## config.mk

```make
export PLATFORM = sky130hd
export DESIGN_NAME = axi4s_packet_arbiter
export DESIGN_NICKNAME = d
export VERILOG_FILES = /design/src/rtl/axi4s_packet_arbiter.sv
export SDC_FILE = /design/constraint.sdc
export NUM_CORES = 1
export LEC_CHECK = 0
export CAP_MARGIN = 0
export CORE_MARGIN = 2
export CORE_UTILIZATION = 31
export DETAILED_ROUTE_END_ITERATION = 7
export GPL_TIMING_DRIVEN = 0
export PLACE_DENSITY = 0.78
export SYNTH_ARGS = -nofsm -noshare
export SYNTH_HDL_FRONTEND = slang
export SYNTH_SLANG_ARGS = --single-unit
```

## constraint.sdc

```tcl
create_clock -name aclk -period 3.9 [get_ports aclk]
set_input_delay 0.39 -clock aclk [delete_from_list [all_inputs] [get_ports aclk]]
set_output_delay 0.39 -clock aclk [all_outputs]
set_load 0.01 [all_outputs]
```

## src/rtl/axi4s_packet_arbiter.sv

```systemverilog
// Packet-level round-robin arbiter merging NUM_PORTS byte-wide AXI4-Stream sources.
// A grant is held from the first beat until tlast is accepted; the granted index drives initiator_tid.
module axi4s_packet_arbiter #(
  parameter int unsigned NUM_PORTS = 4
) (
  input  logic                   aclk,
  input  logic                   aresetn,
  input  logic [NUM_PORTS-1:0]   port_enable,
  input  logic [NUM_PORTS-1:0]   target_tvalid,
  output logic [NUM_PORTS-1:0]   target_tready,
  input  logic [NUM_PORTS-1:0]   target_tlast,
  input  logic [8*NUM_PORTS-1:0] target_tdata,
  output logic                   initiator_tvalid,
  input  logic                   initiator_tready,
  output logic                   initiator_tlast,
  output logic [7:0]             initiator_tdata,
  output logic [2:0]             initiator_tid,
  output logic                   busy,
  output logic [2:0]             grant_id
);

  localparam int unsigned IDW   = 3;
  localparam int unsigned DW    = 8;
  localparam int unsigned DISTW = 4;

  typedef enum logic {ST_IDLE, ST_LOCKED} state_e;

  state_e             state_q, state_d;
  logic [IDW-1:0]     grant_q, grant_d;

  logic [NUM_PORTS-1:0] cand_c;
  logic                 pick_vld_c;
  logic [IDW-1:0]       pick_c;
  logic [DISTW-1:0]     best_c;
  logic [DISTW-1:0]     dist_c;

  logic                 sel_valid_c;
  logic                 sel_last_c;
  logic [DW-1:0]        sel_data_c;

  // Mux of the port currently pointed to by grant_q
  always_comb begin
    sel_valid_c = 1'b0;
    sel_last_c  = 1'b0;
    sel_data_c  = '0;
    for (int unsigned i = 0; i < NUM_PORTS; i++) begin
      if (grant_q == IDW'(i)) begin
        sel_valid_c = target_tvalid[i];
        sel_last_c  = target_tlast[i];
        sel_data_c  = target_tdata[DW*i +: DW];
      end
    end
  end

  // Round-robin pick: smallest rotated distance from grant_q, the last grantee being farthest
  always_comb begin
    cand_c     = target_tvalid & port_enable;
    pick_vld_c = 1'b0;
    pick_c     = grant_q;
    best_c     = DISTW'(NUM_PORTS + 1);
    dist_c     = '0;
    for (int unsigned i = 0; i < NUM_PORTS; i++) begin
      dist_c = DISTW'(i) + ((DISTW'(i) > DISTW'(grant_q)) ? DISTW'(0) : DISTW'(NUM_PORTS))
               - DISTW'(grant_q);
      if (cand_c[i] && (dist_c < best_c)) begin
        best_c     = dist_c;
        pick_c     = IDW'(i);
        pick_vld_c = 1'b1;
      end
    end
  end

  // State register
  always_ff @(posedge aclk or negedge aresetn) begin
    if (!aresetn) begin
      state_q <= ST_IDLE;
      grant_q <= IDW'(NUM_PORTS - 1);
    end else begin
      state_q <= state_d;
      grant_q <= grant_d;
    end
  end

  // Next-state logic
  always_comb begin
    state_d = state_q;
    grant_d = grant_q;
    case (state_q)
      ST_IDLE: begin
        if (pick_vld_c) begin
          state_d = ST_LOCKED;
          grant_d = pick_c;
        end
      end
      ST_LOCKED: begin
        if (sel_valid_c && initiator_tready && sel_last_c) state_d = ST_IDLE;
      end
      default: state_d = ST_IDLE;
    endcase
  end

  // Outputs: zero-latency pass-through while locked, quiet otherwise
  always_comb begin
    initiator_tvalid = 1'b0;
    initiator_tlast  = 1'b0;
    initiator_tdata  = '0;
    target_tready    = '0;
    busy             = 1'b0;
    initiator_tid    = grant_q;
    grant_id         = grant_q;
    if (state_q == ST_LOCKED) begin
      initiator_tvalid = sel_valid_c;
      initiator_tlast  = sel_last_c;
      initiator_tdata  = sel_data_c;
      target_tready    = NUM_PORTS'(initiator_tready) << grant_q;
      busy             = 1'b1;
    end
  end

endmodule

```

==> run summary <==
Following the worst setup path forward leads to its endpoint at state_q$_DFF_PN0_. Setup repair after global routing could not meet its margin everywhere. The number of clock buffers added by TritonCTS is 3. Counting the fill cells in the layout gives 236. During synthesis, Yosys emitted a total of 0 warnings.

The net count of the finished layout is 276. By area, the combinational part of the netlist is dominated by compound AO/OA/AOI/OAI gates. After synthesis, the mean cell area works out to 7.05 sq um.

Clock root buffer master: clkbuf_4. The multi-input combinational cells in the finished layout cover a total of 825 sq um. After the first detailed-routing iteration, the DRC count stood at 63.

The share of the Yosys chip area taken by registers is 8.60%. Routability-driven placement finished with a final weighted congestion of 0.796. The first detailed-routing pass took 4 iterations. In the global route stage, overall resource usage came out at 21.3%. The endpoint of the worst register-to-register path was state_q$_DFF_PN0_.

The horizontal die dimension was 57.9 microns. The type of destination of the critical path is a register. For the final database, setup skew stands at 0.0000881 ns. Timing analysis after detailed placement gives a worst setup slack of -0.347 ns. Fraction of layout instances using a drive strength above 1: 22.2%. The share of the clock period used by the worst path after layout is 102%, and the XOR/XNOR share of the synthesized area is 0%. The number of synthesized flops with an enable pin is 0.

The initial utilization of the core area, before any placement, comes to 32.7%. For the number of global-route vias before repair, the log shows 1295. The compound-cell area share of the yosys netlist is 34.3%, and the reported leakage power is 0.759 nW. After routing the design area is 1840 sq um. Across the whole layout, storage elements account for 77.6 sq um.

The number of vias per cell after detailed routing was 5.37; the number of ports placed on the die boundary was 68. TritonCTS built the clock tree. The initial antenna violation count came out at 0. For the count of H-tree levels built during CTS, the log shows 1. The placed wire-length estimate after detailed placement is 2800 microns. After global routing the overflow that remains totals 0.

The first-pass GRT wire length came out at 5710 microns. After layout, the minimum clock period comes to 3.96 ns. In this run the cell area measured after placement is 1650 sq um. The netlist uses 38 different library cells.

The tools report the floorplan die area as 3360 sq um. Measured in cells, the most critical reg-to-reg path has a length of 16. The sum of routed wire length over all layers is 3820 microns, and the synthesized netlist cell count is 128. Among all flip-flop cells after synthesis, the most frequent one is dfstp_2.

The run finished, with violations left. The total count of max-transition violations in the final report was 0; the clock slew at the register clock pins of the worst setup and hold paths was 0.04 ns. Final-report hold violation count: 0.

The synthesized design contains 3 register bits. The clock sink count was 3; the area fraction in and, or, nand and nor cells after synthesis was 24.8%. 0 antenna diodes ended up in the layout. Vias after detailed routing: 1327. Multiplexer cells account for 4.58% of the synthesized area. The run gives 0.252 GHz as the maximum clock frequency. Counting flops with an async set or reset pin after synthesis yields a share of 100%.

The max-capacitance violation count was 0. The tools report the category of the worst setup path launch point as a register. Across the VDD grid, the largest voltage drop is 0.507 mV. The data arrival time at the worst-slack endpoint is 4.09 ns, and the power per cell area is 787 nW/um^2. The highest fanout seen on the critical path was 5; the critical path required time was 4.03 ns.

Of the total synthesized cell area, the portion taken by full adders, half adders and majority gates is 16.6%. Routed length per instance: 15.4 microns. The flop-to-flop setup slack was -0.06 ns.

The critical path is of the register to register type. The clock reaches the later pin of the worst-skew pair after 0.23 ns. Launch point of the worst reg-to-reg path: grant_id[0]$_DFFE_PN1P_.

The class of the most critical hold timing path is input pin to async pin. Die extent in y: 57.9 microns. The final worst slack is -0.0638 ns, and the total power of the final layout is 0.00145 W.

Setup violations remaining at the end of the flow were counted as 3. Entering global routing, the biggest net connects 11 pins. The count of nets left with antenna violations once routing finished came out at 0.

The final reports fail on setup timing. The core region is 2760 sq um. The area growth from synthesis to layout is 104%. Tracing the worst setup path back leads to its startpoint at grant_id[0]$_DFFE_PN1P_. After detailed routing, the number of remaining DRC violations is 0. The number of core rows was 19. For the maximum clock insertion buffer count, the log shows 2. Port buffering added 65 buffers. The synthesized netlist occupies a cell area of 902 sq um.
[worst max-delay path, stage by stage (launching register included)]
cell	delay, ns
dfstp_2	0.62
ha_4	0.16
inv_2	0.04
a211o_1	0.33
nand2_2	0.09
mux2_4	0.32
ha_4	0.22
a21o_1	0.17
a2111oi_4	0.32
or2_4	0.20
o21ai_4	0.07
mux2_4	0.32
ha_4	0.22
a21o_1	0.16
a211oi_2	0.25
o31ai_2	0.12
a41oi_1	0.23
[cell usage after synthesis (all sizes together), types with 2 or more instances]
library cell   n  area [sq um]
nor3           9          45.0
conb           2          7.51
clkbuf         4          15.0
a21oi         13          65.1
a21o           2          15.0
inv            9          33.8
o21ai          3          26.3
ha            12           150
a221oi         8          70.1
nor4           3          18.8
dfstp          2          52.6
nor2          21          78.8
buf            6          40.0
o22ai          2          12.5
o211ai         2          15.0
mux2           3          41.3
nor2b          2          12.5
nand3          2          10.0
nand2          7          26.3
[area by class of cell]
type	count	share of cell area (%)
Multi-Input combinational cell	107	44.7
Sequential cell	3	4.21
Tap cell	31	2.10
Clock buffer	4	1.43
Timing Repair Buffer	82	42.2
Buffer	10	2.99
Inverter	10	2.31
[timing repair]
| item | 4_1_cts | 5_1_grt |
|---|---|---|
| hold endpoints to repair | 0 | 0 |
| hold buffers | 0 | 0 |
| pin swaps | 9 | 9 |
| gates resized for setup | 4 | 3 |
| setup endpoints to repair | 3 | 3 |
| buffers inserted | 11 | 6 |
[registers in the layout, summed over array words and instances (netlist names)]
name and flops:
grant_id 2, state_q 1
[kinds of logic (layout without fill, tap and decap cells)]
group,after synthesis,after routing
AOI/OAI and AO/OA,40,40
adders and majority gates,12,12
buffers and inverters,20,106
DFF,3,3
muxes,3,3
other,2,4
and+or+nand+nor,48,48
[cells in the final DEF (no fill, tap or decap), types with 2 or more instances in the layout]
cell             netlist  final
clkdlybuf4s50_1        0     65
a21oi_1               13     12
clkbuf_1               4      5
nand3_1                2      2
inv_1                  9      6
mux2_4                 2      3
ha_4                   0      5
nor2b_1                2      2
inv_4                  0      2
o211ai_1               2      2
o22ai_1                2      2
nor4_1                 3      3
nand2_2                0      2
clkbuf_4               0      3
nand2_1                7      5
o21ai_0                2      2
ha_1                  12      7
dfstp_2                2      2
nor3_1                 9      9
a21o_1                 2      2
conb_1                 2      4
a221oi_1               8      8
buf_4                  4     21
nor2_1                21     21
buf_2                  2      2
[metal layers]
layer	share of wire (%)	GRT usage (%)	up-vias	wire length [microns]
met5	0	0	-	0
met4	2.4	8.31	0	92
met3	5.0	1.79	12	192
met2	53	39.1	52	2030
met1	39	25.5	619	1500
li1	-	-	644	-
[through the flow]
stage	hold WS, ns	std cells	utilization [%]	setup TNS, ns
global route	0.359	247	66.8	-0.664
global placement	0.526	226	59.8	-0.643
detailed placement	0.537	226	59.8	-0.911
CTS	0.336	241	65.0	-0.201
floorplan	0.0944	130	-	0
finish	0.341	247	66.8	-0.112
[report_power, final]
part / leakage (nW) / total (W) / internal (W) / switching, W
sequential: 0.0304 / 0.0000850 / 0.0000554 / 0.0000296
clock: 0.0150 / 0.0000530 / 0.0000383 / 0.0000147
combinational: 0.713 / 0.00131 / 0.000683 / 0.000629
total: 0.759 / 0.00145 / 0.000777 / 0.000673
[worst min-delay path by stage]
| stage | slack, ns | start | cells past startpoint | end |
|---|---|---|---|---|
| after floorplan | 0.09 | aresetn | 0 | state_q$_DFF_PN0_ |
| after global placement | 0.53 | state_q$_DFF_PN0_ | 1 | grant_id[1]$_DFFE_PN1P_ |
| after detailed placement | 0.54 | state_q$_DFF_PN0_ | 1 | grant_id[1]$_DFFE_PN1P_ |
| after CTS | 0.34 | aresetn | 1 | state_q$_DFF_PN0_ |
| after global routing | 0.36 | aresetn | 1 | state_q$_DFF_PN0_ |
| final | 0.34 | aresetn | 1 | state_q$_DFF_PN0_ |
No activity file was read; power rests on OpenSTA's default activity.
